## config.mk

```make
export PLATFORM = sky130hd
export DESIGN_NAME = uart_tx
export DESIGN_NICKNAME = d
export VERILOG_FILES = /design/src/rtl/uart_tx.sv
export SDC_FILE = /design/constraint.sdc
export NUM_CORES = 1
export LEC_CHECK = 0
export ABC_AREA = 1
export BUFFER_PORTS_ARGS = -buffer_cell sky130_fd_sc_hd__buf_2
export CORE_ASPECT_RATIO = 0.8
export CORE_UTILIZATION = 57
export DETAILED_ROUTE_END_ITERATION = 7
export PLACE_DENSITY = 0.76
export SYNTH_ARGS = -nofsm -noshare
export SYNTH_HDL_FRONTEND = slang
export SYNTH_SLANG_ARGS = --single-unit
```

## constraint.sdc

```tcl
create_clock -name clk -period 1.85 [get_ports clk]
set_input_delay 0.185 -clock clk [delete_from_list [all_inputs] [get_ports clk]]
set_output_delay 0.185 -clock clk [all_outputs]
set_load 0.02 [all_outputs]
```

## src/rtl/uart_tx.sv

```systemverilog
// rtl/uart_tx.sv - UART transmitter: start bit, LSB-first data, optional parity, stop bit(s)
//
// Serializes one DATA_WIDTH-bit word per frame onto TX_OUT. Every bit lasts
// Prescale clk cycles, where Prescale is latched when the frame is accepted
// and a value of 0 is treated as 1.
//
// Optional feature macro: UART_TX_STOP2_EN
//   defined   - two stop bits (STOP state lasts 2*Prescale cycles)
//   undefined - one stop bit
//
// Ports:
//   clk        system clock, all logic on the rising edge
//   reset_n    synchronous active-low reset
//   Prescale   clk cycles per bit, latched at acceptance
//   P_DATA     word to transmit
//   Data_Valid request to send P_DATA (ignored while Busy)
//   PAR_EN     1 = append a parity bit, latched at acceptance
//   PAR_TYP    0 = even, 1 = odd parity, latched at acceptance
//   TX_OUT     serial line, idle high, registered
//   Busy       high while a frame is in progress, registered
module uart_tx #(
    parameter int DATA_WIDTH     = 8,
    parameter int Prescale_width = 6
) (
    input  logic                      clk,
    input  logic                      reset_n,
    input  logic [Prescale_width-1:0] Prescale,
    input  logic [DATA_WIDTH-1:0]     P_DATA,
    input  logic                      Data_Valid,
    input  logic                      PAR_EN,
    input  logic                      PAR_TYP,
    output logic                      TX_OUT,
    output logic                      Busy
);

    localparam int IDX_W = (DATA_WIDTH > 1) ? $clog2(DATA_WIDTH) : 1;
    localparam logic [Prescale_width-1:0] PS_ONE   = 1;
    localparam logic [IDX_W-1:0]          IDX_ONE  = 1;
    localparam logic [IDX_W-1:0]          IDX_LAST = IDX_W'(DATA_WIDTH - 1);

    typedef enum logic [2:0] {
        IDLE,
        START,
        DATA,
        PARITY,
        STOP
    } state_t;

    state_t                    state_q;
    logic [Prescale_width-1:0] cnt_q;
    logic [Prescale_width-1:0] prescale_q;
    logic [IDX_W-1:0]          bit_idx_q;
    logic [DATA_WIDTH-1:0]     data_q;
    logic                      par_en_q;
    logic                      par_bit_q;
    logic                      tx_q;
    logic                      busy_q;
`ifdef UART_TX_STOP2_EN
    logic                      stop2_q;
`endif

    // Last cycle of the current bit period.
    logic bit_end;
    assign bit_end = (cnt_q == prescale_q - PS_ONE);

    assign TX_OUT = tx_q;
    assign Busy   = busy_q;

    always_ff @(posedge clk) begin
        if (!reset_n) begin
            state_q    <= IDLE;
            cnt_q      <= '0;
            prescale_q <= '0;
            bit_idx_q  <= '0;
            data_q     <= '0;
            par_en_q   <= 1'b0;
            par_bit_q  <= 1'b0;
            tx_q       <= 1'b1;
            busy_q     <= 1'b0;
`ifdef UART_TX_STOP2_EN
            stop2_q    <= 1'b0;
`endif
        end else begin
            case (state_q)
                IDLE: begin
                    tx_q      <= 1'b1;
                    busy_q    <= 1'b0;
                    cnt_q     <= '0;
                    bit_idx_q <= '0;
                    if (Data_Valid) begin
                        data_q     <= P_DATA;
                        prescale_q <= (Prescale == '0) ? PS_ONE : Prescale;
                        par_en_q   <= PAR_EN;
                        par_bit_q  <= (^P_DATA) ^ PAR_TYP;
`ifdef UART_TX_STOP2_EN
                        stop2_q    <= 1'b0;
`endif
                        state_q    <= START;
                        tx_q       <= 1'b0;
                        busy_q     <= 1'b1;
                    end
                end
                START: begin
                    if (bit_end) begin
                        // data_q is a shift register: bit 0 is always the next bit out.
                        cnt_q     <= '0;
                        bit_idx_q <= '0;
                        tx_q      <= data_q[0];
                        data_q    <= data_q >> 1;
                        state_q   <= DATA;
                    end else begin
                        cnt_q <= cnt_q + PS_ONE;
                    end
                end
                DATA: begin
                    if (bit_end) begin
                        cnt_q <= '0;
                        if (bit_idx_q == IDX_LAST) begin
                            if (par_en_q) begin
                                tx_q    <= par_bit_q;
                                state_q <= PARITY;
                            end else begin
                                tx_q    <= 1'b1;
                                state_q <= STOP;
                            end
                        end else begin
                            bit_idx_q <= bit_idx_q + IDX_ONE;
                            tx_q      <= data_q[0];
                            data_q    <= data_q >> 1;
                        end
                    end else begin
                        cnt_q <= cnt_q + PS_ONE;
                    end
                end
                PARITY: begin
                    if (bit_end) begin
                        cnt_q   <= '0;
                        tx_q    <= 1'b1;
                        state_q <= STOP;
                    end else begin
                        cnt_q <= cnt_q + PS_ONE;
                    end
                end
                STOP: begin
                    if (bit_end) begin
                        cnt_q <= '0;
`ifdef UART_TX_STOP2_EN
                        // First stop period done: run a second one before idling.
                        if (!stop2_q) begin
                            stop2_q <= 1'b1;
                        end else begin
                            stop2_q <= 1'b0;
                            busy_q  <= 1'b0;
                            state_q <= IDLE;
                        end
`else
                        busy_q  <= 1'b0;
                        state_q <= IDLE;
`endif
                    end else begin
                        cnt_q <= cnt_q + PS_ONE;
                    end
                end
                default: begin
                    tx_q    <= 1'b1;
                    busy_q  <= 1'b0;
                    state_q <= IDLE;
                end
            endcase
        end
    end

endmodule
```

==> results of run 1 <==
==> Yosys cell counts (all sizes together) <==
cell | instances | area [sq um]
a211oi | 1 | 7.51
a21oi | 28 | 140
buf | 1 | 5.00
clkbuf | 2 | 17.5
clkinv | 1 | 3.75
dfxtp | 30 | 601
ha | 4 | 50.1
inv | 32 | 120
nand2 | 88 | 358
nand3 | 14 | 95.1
nand4 | 9 | 56.3
nor2 | 24 | 105
nor3 | 3 | 25.0
nor4 | 1 | 6.26
o21ai | 13 | 68.8
o31ai | 1 | 7.51
xnor2 | 6 | 52.6
xor2 | 8 | 77.6
==> cell type report <==
type                            instances  area [sq um]  area share
Multi-Input combinational cell        202          1130       0.518
Sequential cell                        30           603       0.276
Timing Repair Buffer                   29           179      0.0820
Inverter                               33           126      0.0579
Clock buffer                            6          82.6      0.0378
Tap cell                               38          47.5      0.0218
Clock inverter                          2          12.5     0.00573
==> state kept, by name, summed over array words and instances, names as in the netlist <==
signal / flops
data_q: 8
prescale_q: 6
state_q: 3
cnt_q: 6
Busy: 1
par_en_q: 1
par_bit_q: 1
bit_idx_q: 3
TX_OUT: 1
==> stage by stage <==
stage          hold slack [ns]  power (mW)  cell area (sq um)
6_report                 0.175        3.79               2180
2_1_floorplan            0.323        2.44               1800
4_1_cts                  0.160        3.48               2060
5_1_grt                  0.175        4.09               2180
3_5_place_dp             0.453        2.82               1940
3_3_place_gp             0.448        2.81               1940
==> how the worst max path moves through the flow <==
| stage | from | depth (start not counted) | to |
|---|---|---|---|
| after global placement | prescale_q[0] | 10 | TX_OUT |
| after global routing | prescale_q[1] | 10 | data_q[3] |
| after CTS | prescale_q[0] | 11 | state_q[0] |
| final | prescale_q[0] | 10 | data_q[3] |
| after detailed placement | prescale_q[0] | 10 | data_q[7] |
| after floorplan | prescale_q[0] | 10 | data_q[7] |
==> power by group <==
part | internal [mW] | total [mW] | switching, mW
Clock | 0.299 | 0.550 | 0.251
Sequential | 0.839 | 0.994 | 0.155
Combinational | 0.820 | 2.24 | 1.42
==> cells by family (layout without fill, tap and decap cells) <==
family,after synthesis,after routing,synth area share
AND/OR/NAND/NOR,139,141,0.359
XOR/XNOR,14,14,0.0724
buffers and inverters,36,70,0.0815
flip-flops,30,30,0.334
AO/OA/AOI/OAI,43,43,0.125
adder cells (fa/ha/maj),4,4,0.0279
==> routing by layer <==
metal  global-route usage  routed length, um  vias up
met2                0.410               1870       69
met4               0.0778                 60        0
met1                0.376               2180      834
met3               0.0761                283       10
li1                     -                  -      924
met5                    0                  0        -
==> cells in the final DEF (no fill, tap or decap), drive strengths merged, types with 6 or more instances in the layout <==
| cell | instances |
|---|---|
| clkbuf | 6 |
| nand2 | 89 |
| inv | 32 |
| a21oi | 28 |
| nand3 | 15 |
| nand4 | 9 |
| nor2 | 24 |
| xnor2 | 6 |
| o21ai | 13 |
| buf | 29 |
| xor2 | 8 |
| dfxtp | 30 |
==> tightest hold or removal path, cell delays in order <==
cell and delay, ns:
buf_2 0.11, nand2_1 0.06, a21oi_1 0.05
==> timing repair <==
action,4_1_cts,5_1_grt
cloned,2,0
gates resized for setup,1,20
setup buffers,2,5
hold endpoints to repair,0,0
hold buffers,0,0
endpoints found under the setup margin,10,22
pin swaps,3,17
==> results.sh, run 1 <==
export IMPL_setup_viol=0
export IMPL_yosys_cell_types_count=28
export IMPL_syn2layout_area_growth_pct=21.4
export IMPL_cts_root_buf="clkbuf_8"
export IMPL_grt_pass1_vias=1563
export IMPL_worstPathMaxFanout=8
export IMPL_ant_nets=0
export IMPL_clkSlewWorstSetupHoldPaths_ns=0.07
export IMPL_start_kind="register"
export IMPL_htree_levels=2
export IMPL_cp_num_buf_inv=1
export IMPL_relSlewSlack=0.621
export IMPL_place_ws_ns=-0.0155
export IMPL_grt_max_degree=17
export IMPL_synth_nets=289
export IMPL_setup_ws_ns=0.0252
export IMPL_portBuffers=20
export IMPL_antennaDiodeCount=0
export IMPL_drtIter0Drc=233
export IMPL_die_area_sq_um=3380
export IMPL_clk_latency_ns=0.28
export IMPL_hp_start="Prescale[5]"
export IMPL_placed_cells=323
export IMPL_synth_seq_cells=30
export IMPL_ios=21
export IMPL_core_sq_um=2870
export IMPL_max_cap_violations=0
export IMPL_path_cells="inv_4, ha_4, xor2_2, nand3_1, nor2_2, nand3_4, nand2_4, nand3_4, nand2_1, a21oi_2"
export IMPL_whs_path_depth=3
export IMPL_synth_area_per_cell_sq_um=6.75
export IMPL_fin_util=0.760
export IMPL_avgViaCountPerCell=5.40
export IMPL_antenna_found_initial=0
export IMPL_ys_seq_area_frac=0.334
export IMPL_post_route_period_util=0.986
export IMPL_layout_drive_gt1_share=0.252
export IMPL_rrSetupSlack_ns=0.03
export IMPL_outcome="complete, no violations"
export IMPL_min_period_ns=1.82
export IMPL_critPathCaptureType="register"
export IMPL_worstRegToRegCells=10
export IMPL_critPathKind="register to register"
export IMPL_hold_class="input port to register"
export IMPL_clockBufferDepth=2
export IMPL_gp_congestion=0.885
export IMPL_worst_pin_slew_ns=0.568
export IMPL_syn_area_sq_um=1800
export IMPL_grt_pass1_wl_um=6840
export IMPL_worstPathRequired_ns=2.00
export IMPL_grt_remaining_overflow=0
export IMPL_wl_per_cell_um=12.9
export IMPL_hold_end="prescale_q[5]"
export IMPL_rows=17
export IMPL_drc=0
export IMPL_dieWidth_um=64.8
export IMPL_hold_viol=0
export IMPL_cp_common_cell="nand3_4"
export IMPL_setup_tns_final_ns=0
export IMPL_initial_core_util=0.626
export IMPL_drv_slew=0
export IMPL_nets=324
export IMPL_yosys_warnings=0
export IMPL_netlist_instances=266
export IMPL_r2r_end="data_q[3]"
export IMPL_post_dp_hpwl_um=2870
export IMPL_cts_tree="built"
export IMPL_worst_path_max_delay_cell="dfxtp_2"
export IMPL_p_leak_nw=1.02
export IMPL_max_freq_ghz=0.548
export IMPL_vias=1837
export IMPL_rsz0062_at_grt="true"
export IMPL_die_h_um=52.2
export IMPL_path_delay_family="simple AND/OR/NAND/NOR gates"
export IMPL_wirelength_um=4390
export IMPL_powerDensity_nw_per_um2=1740
export IMPL_crit_arrival_ns=1.97
export IMPL_ir_worst_vdd_mv=1.04
export IMPL_grt_util_all_layers=0.271
export IMPL_fin_cells=340
export IMPL_clock_skew_ns=0.00705
export IMPL_r2r_start="prescale_q[0]"
export IMPL_clkSinkCount=30
export IMPL_first_pass_iters=5
export IMPL_nFillCells=214
export IMPL_cts_made_buffers=5
export IMPL_cpPeakStageDelay_ns=0.36
Power figures use the tool's default switching activity.
==> run 2, diff against run 1 <==
- GPL_TIMING_DRIVEN: not set -> 0
- SKIP_CTS_REPAIR_TIMING: not set -> 1
==> run 2 against run 1 <==
  * Design area shrank 1.3%
  * Global-route usage fell by 0.26 points
  * Highest routed layer unchanged
  * Wire length is 4.2% lower
  * Combinational power decreased by 4%
  * Sequential power about the same
  * Largest cell class unchanged
  * Critical path type unchanged
==> results.sh, run 2 (synthesized netlist as in run 1, its figures left out) <==
export IMPL_gp_congestion=0.835
export IMPL_worst_pin_slew_ns=0.482
export IMPL_ir_worst_vdd_mv=1.24
export IMPL_crit_arrival_ns=2.05
export IMPL_post_dp_hpwl_um=2860
export IMPL_clkSinkCount=30
export IMPL_clkSlewWorstSetupHoldPaths_ns=0.07
export IMPL_place_ws_ns=-0.0314
export IMPL_wirelength_um=4210
export IMPL_hold_class="input port to register"
export IMPL_hold_viol=0
export IMPL_layout_drive_gt1_share=0.237
export IMPL_clock_skew_ns=0.00652
export IMPL_reg_largest_list="data_q x8, cnt_q x6, prescale_q x6"
export IMPL_die_area_sq_um=3380
export IMPL_final_common_cell="nand2_1"
export IMPL_min_period_ns=1.83
export IMPL_avgViaCountPerCell=5.32
export IMPL_fin_util=0.750
export IMPL_worst_path_max_delay_cell="dfxtp_2"
export IMPL_path_cells="inv_2, ha_4, xor2_1, nand3_1, nor2_2, nand3_4, nand2_8, buf_4, nand4_1, a21oi_1"
export IMPL_ant_nets=0
export IMPL_final_cell_mix="nand2_1 (77), dfxtp_1 (28), a21oi_1 (28)"
export IMPL_cts_made_buffers=5
export IMPL_critPathCaptureType="register"
export IMPL_portBuffers=20
export IMPL_first_pass_iters=4
export IMPL_setup_tns_final_ns=0
export IMPL_rows=17
export IMPL_critPathKind="register to register"
export IMPL_worstPathRequired_ns=2.07
export IMPL_ios=21
export IMPL_max_cap_violations=0
export IMPL_dieWidth_um=64.8
export IMPL_relSlewSlack=0.678
export IMPL_rsz0062_at_grt="true"
export IMPL_grt_pass1_wl_um=6660
export IMPL_setup_viol=0
export IMPL_start_kind="register"
export IMPL_clk_latency_ns=0.29
export IMPL_core_sq_um=2870
export IMPL_grt_util_all_layers=0.269
export IMPL_die_h_um=52.2
export IMPL_cts_tree="built"
export IMPL_htree_levels=2
export IMPL_post_route_period_util=0.991
export IMPL_clockBufferDepth=2
export IMPL_grt_remaining_overflow=0
export IMPL_cpPeakStageDelay_ns=0.35
export IMPL_drc=0
export IMPL_nets=322
export IMPL_wl_per_cell_um=12.4
export IMPL_setup_ws_ns=0.0173
export IMPL_nFillCells=236
export IMPL_cts_root_buf="clkbuf_8"
export IMPL_vias=1799
export IMPL_largest_reg_flops=8
export IMPL_worstPathMaxFanout=8
export IMPL_powerDensity_nw_per_um2=1720
export IMPL_max_freq_ghz=0.546
export IMPL_grt_max_degree=11
export IMPL_initial_core_util=0.626
export IMPL_syn2layout_area_growth_pct=19.8
export IMPL_p_leak_nw=1.01
export IMPL_drtIter0Drc=147
export IMPL_path_delay_family="simple AND/OR/NAND/NOR gates"
export IMPL_outcome="complete, no violations"
export IMPL_drv_slew=0
export IMPL_regMostFlops="data_q"
export IMPL_grt_pass1_vias=1510
export IMPL_antennaDiodeCount=0
export IMPL_antenna_found_initial=0
export IMPL_cp_num_buf_inv=2
run 2: changes by cell type in the layout (fill, tap and decap cells not counted), sizes merged:
cell and delta:
buf -3, clkbuf +2, nand2 -1
run 2: through the flow:
stage	instance area, sq um	cells	hold WS, ns	power, mW
after floorplan	1800	266	0.323	2.44
after global placement	1940	324	0.445	2.79
after detailed placement	1940	324	0.452	2.81
after CTS	2040	332	0.150	3.39
after global routing	2150	338	0.147	4.02
final	2150	338	0.146	3.71
run 2: worst paths after layout:
check,start,end,slack [ns],depth (start not counted)
worst max-delay path,prescale_q[1],data_q[5],0.02,10
worst min-delay path,P_DATA[7],data_q[7],0.15,3
worst max register to register,prescale_q[1],data_q[5],0.02,10
worst min register to register,Busy,Busy,0.46,2
run 2: cell type report:
type	instances	area, sq um	area share
Sequential cell	30	603	0.280
Inverter	33	126	0.0587
Clock inverter	2	12.5	0.00581
Multi-Input combinational cell	201	1110	0.517
Tap cell	38	47.5	0.0221
Clock buffer	6	82.6	0.0383
Buffer	3	22.5	0.0105
Timing Repair Buffer	25	145	0.0674
run 2: metal layers:
metal	global-route usage	vias up	routed length, um
met5	0	-	0
met4	0.0926	0	50
met3	0.0848	7	300
met2	0.396	67	1810
met1	0.368	801	2040
li1	-	924	-
run 2: where the power goes:
group	leakage (nW)	internal, mW	total (mW)	switching [mW]
sequential	0.247	0.839	0.993	0.154
clock	0.0472	0.298	0.565	0.266
combinational	0.717	0.782	2.15	1.37
run 2: worst min-delay path, cell delays in order:
cell	delay (ns)
buf_2	0.09
a21oi_1	0.06
nor2_1	0.07
==> run 3, diff against run 2 <==
- SETUP_SLACK_MARGIN: not set -> 0.3
==> run 3 against run 2 <==
  * Sequential share of layout area down 0.56 points
  * Non-clock buffer count rose by 4
  * Highest routed layer unchanged
  * Critical path type unchanged
  * Die area unchanged
  * Power rose by 3.3%
  * Combinational power up 7%
  * Setup slack about the same
  * Worst hold slack better by 0.025 ns
  * Clock-buffer cell count increased by 1
  * Global-route usage fell by 0.31 points
  * Via count is 1.7% higher
==> results.sh, run 3 (synthesized netlist as in run 1, its figures left out) <==
export IMPL_drc=0
export IMPL_grt_pass1_vias=1524
export IMPL_start_kind="register"
export IMPL_wl_per_cell_um=13.0
export IMPL_rsz0062_at_grt="true"
export IMPL_worst_pin_slew_ns=0.500
export IMPL_clockBufferDepth=2
export IMPL_placed_cells=324
export IMPL_max_cap_violations=0
export IMPL_clk_latency_ns=0.29
export IMPL_worstPathMaxFanout=7
export IMPL_cp_startpoint="prescale_q[1]"
export IMPL_relSlewSlack=0.667
export IMPL_vias=1829
export IMPL_initial_core_util=0.626
export IMPL_nFillCells=241
export IMPL_critPathKind="register to register"
export IMPL_postPlaceCellArea_sq_um=1960
export IMPL_grt_max_degree=11
export IMPL_wirelength_um=4440
export IMPL_portBuffers=20
export IMPL_clock_skew_ns=0.00839
export IMPL_max_freq_ghz=0.546
export IMPL_cts_made_buffers=5
export IMPL_post_route_period_util=0.990
export IMPL_final_cell_mix="nand2_1 (78), dfxtp_1 (28), a21oi_1 (25)"
export IMPL_layout_drive_gt1_share=0.250
export IMPL_place_ws_ns=0.0109
export IMPL_antenna_found_initial=0
export IMPL_grt_remaining_overflow=0
export IMPL_core_sq_um=2870
export IMPL_clkSinkCount=30
export IMPL_p_leak_nw=1.03
export IMPL_outcome="complete, no violations"
export IMPL_holdWs_ns=0.171
export IMPL_powerDensity_nw_per_um2=1750
export IMPL_cts_tree="built"
export IMPL_rows=17
export IMPL_antennaDiodeCount=0
export IMPL_total_power_mw=3.83
export IMPL_die_h_um=52.2
export IMPL_syn2layout_area_growth_pct=22.3
export IMPL_ios=21
export IMPL_avgViaCountPerCell=5.35
export IMPL_first_pass_iters=5
export IMPL_setup_ws_ns=0.0177
export IMPL_critPathCaptureType="register"
export IMPL_gp_congestion=0.864
export IMPL_worstPathRequired_ns=2.05
export IMPL_grt_pass1_wl_um=6710
export IMPL_hold_class="input port to register"
export IMPL_ant_nets=0
export IMPL_min_period_ns=1.83
export IMPL_largest_reg_flops=8
export IMPL_ir_worst_vdd_mv=0.927
export IMPL_regMostFlops="data_q"
export IMPL_setup_viol=0
export IMPL_setup_tns_final_ns=0
export IMPL_seqCellArea_sq_um=603
export IMPL_fin_cells=342
export IMPL_die_area_sq_um=3380
export IMPL_r2r_start="prescale_q[1]"
export IMPL_clkSlewWorstSetupHoldPaths_ns=0.07
export IMPL_dieWidth_um=64.8
export IMPL_reg_largest_list="data_q x8, cnt_q x6, prescale_q x6"
export IMPL_post_dp_hpwl_um=2960
export IMPL_crit_arrival_ns=2.04
export IMPL_drv_slew=0
export IMPL_htree_levels=2
export IMPL_fin_util=0.765
export IMPL_hold_viol=0
export IMPL_final_common_cell="nand2_1"
export IMPL_postLayoutCellArea_sq_um=2200
export IMPL_drtIter0Drc=133
export IMPL_hp_start="Prescale[1]"
export IMPL_grt_util_all_layers=0.266
export IMPL_nets=326
export IMPL_cts_root_buf="clkbuf_8"
export IMPL_multi_input_area_sq_um=1130
-- run 3: worst max-delay path, stage by stage (launching register included) --
cell	delay, ns
dfxtp_2	0.35
inv_2	0.05
ha_4	0.26
xor2_1	0.13
nand3_1	0.10
nor2_2	0.16
nand3_4	0.19
nor3_2	0.24
nand2_1	0.10
a21oi_1	0.17
-- run 3: cell type report --
type / count / area share
Buffer: 3 / 0.0103
Clock buffer: 7 / 0.0393
Clock inverter: 1 / 0.00228
Inverter: 33 / 0.0592
Multi-Input combinational cell: 201 / 0.513
Sequential cell: 30 / 0.274
Tap cell: 38 / 0.0216
Timing Repair Buffer: 29 / 0.0797
-- run 3: power breakdown --
part	leakage, nW	internal, mW	switching (mW)	total [mW]
clock network	0.0482	0.300	0.256	0.556
logic	0.736	0.846	1.45	2.29
registers	0.247	0.839	0.147	0.986
-- run 3: per-layer routing --
layer  vias to the layer above  GRT usage  share of wire  wire [um]
met4                         0      0.119          0.013         56
met1                       822      0.360           0.47       2090
met3                         6     0.0587          0.073        325
li1                        933          -              -          -
met2                        68      0.405           0.44       1970
met5                         -          0              0          0
-- run 3: path summary, 6_finish.rpt --
path,end,slack (ns),depth (start not counted)
min,prescale_q[0],0.17,4
min reg2reg,Busy,0.47,2
max reg2reg,bit_idx_q[2],0.02,9
max,bit_idx_q[2],0.02,9
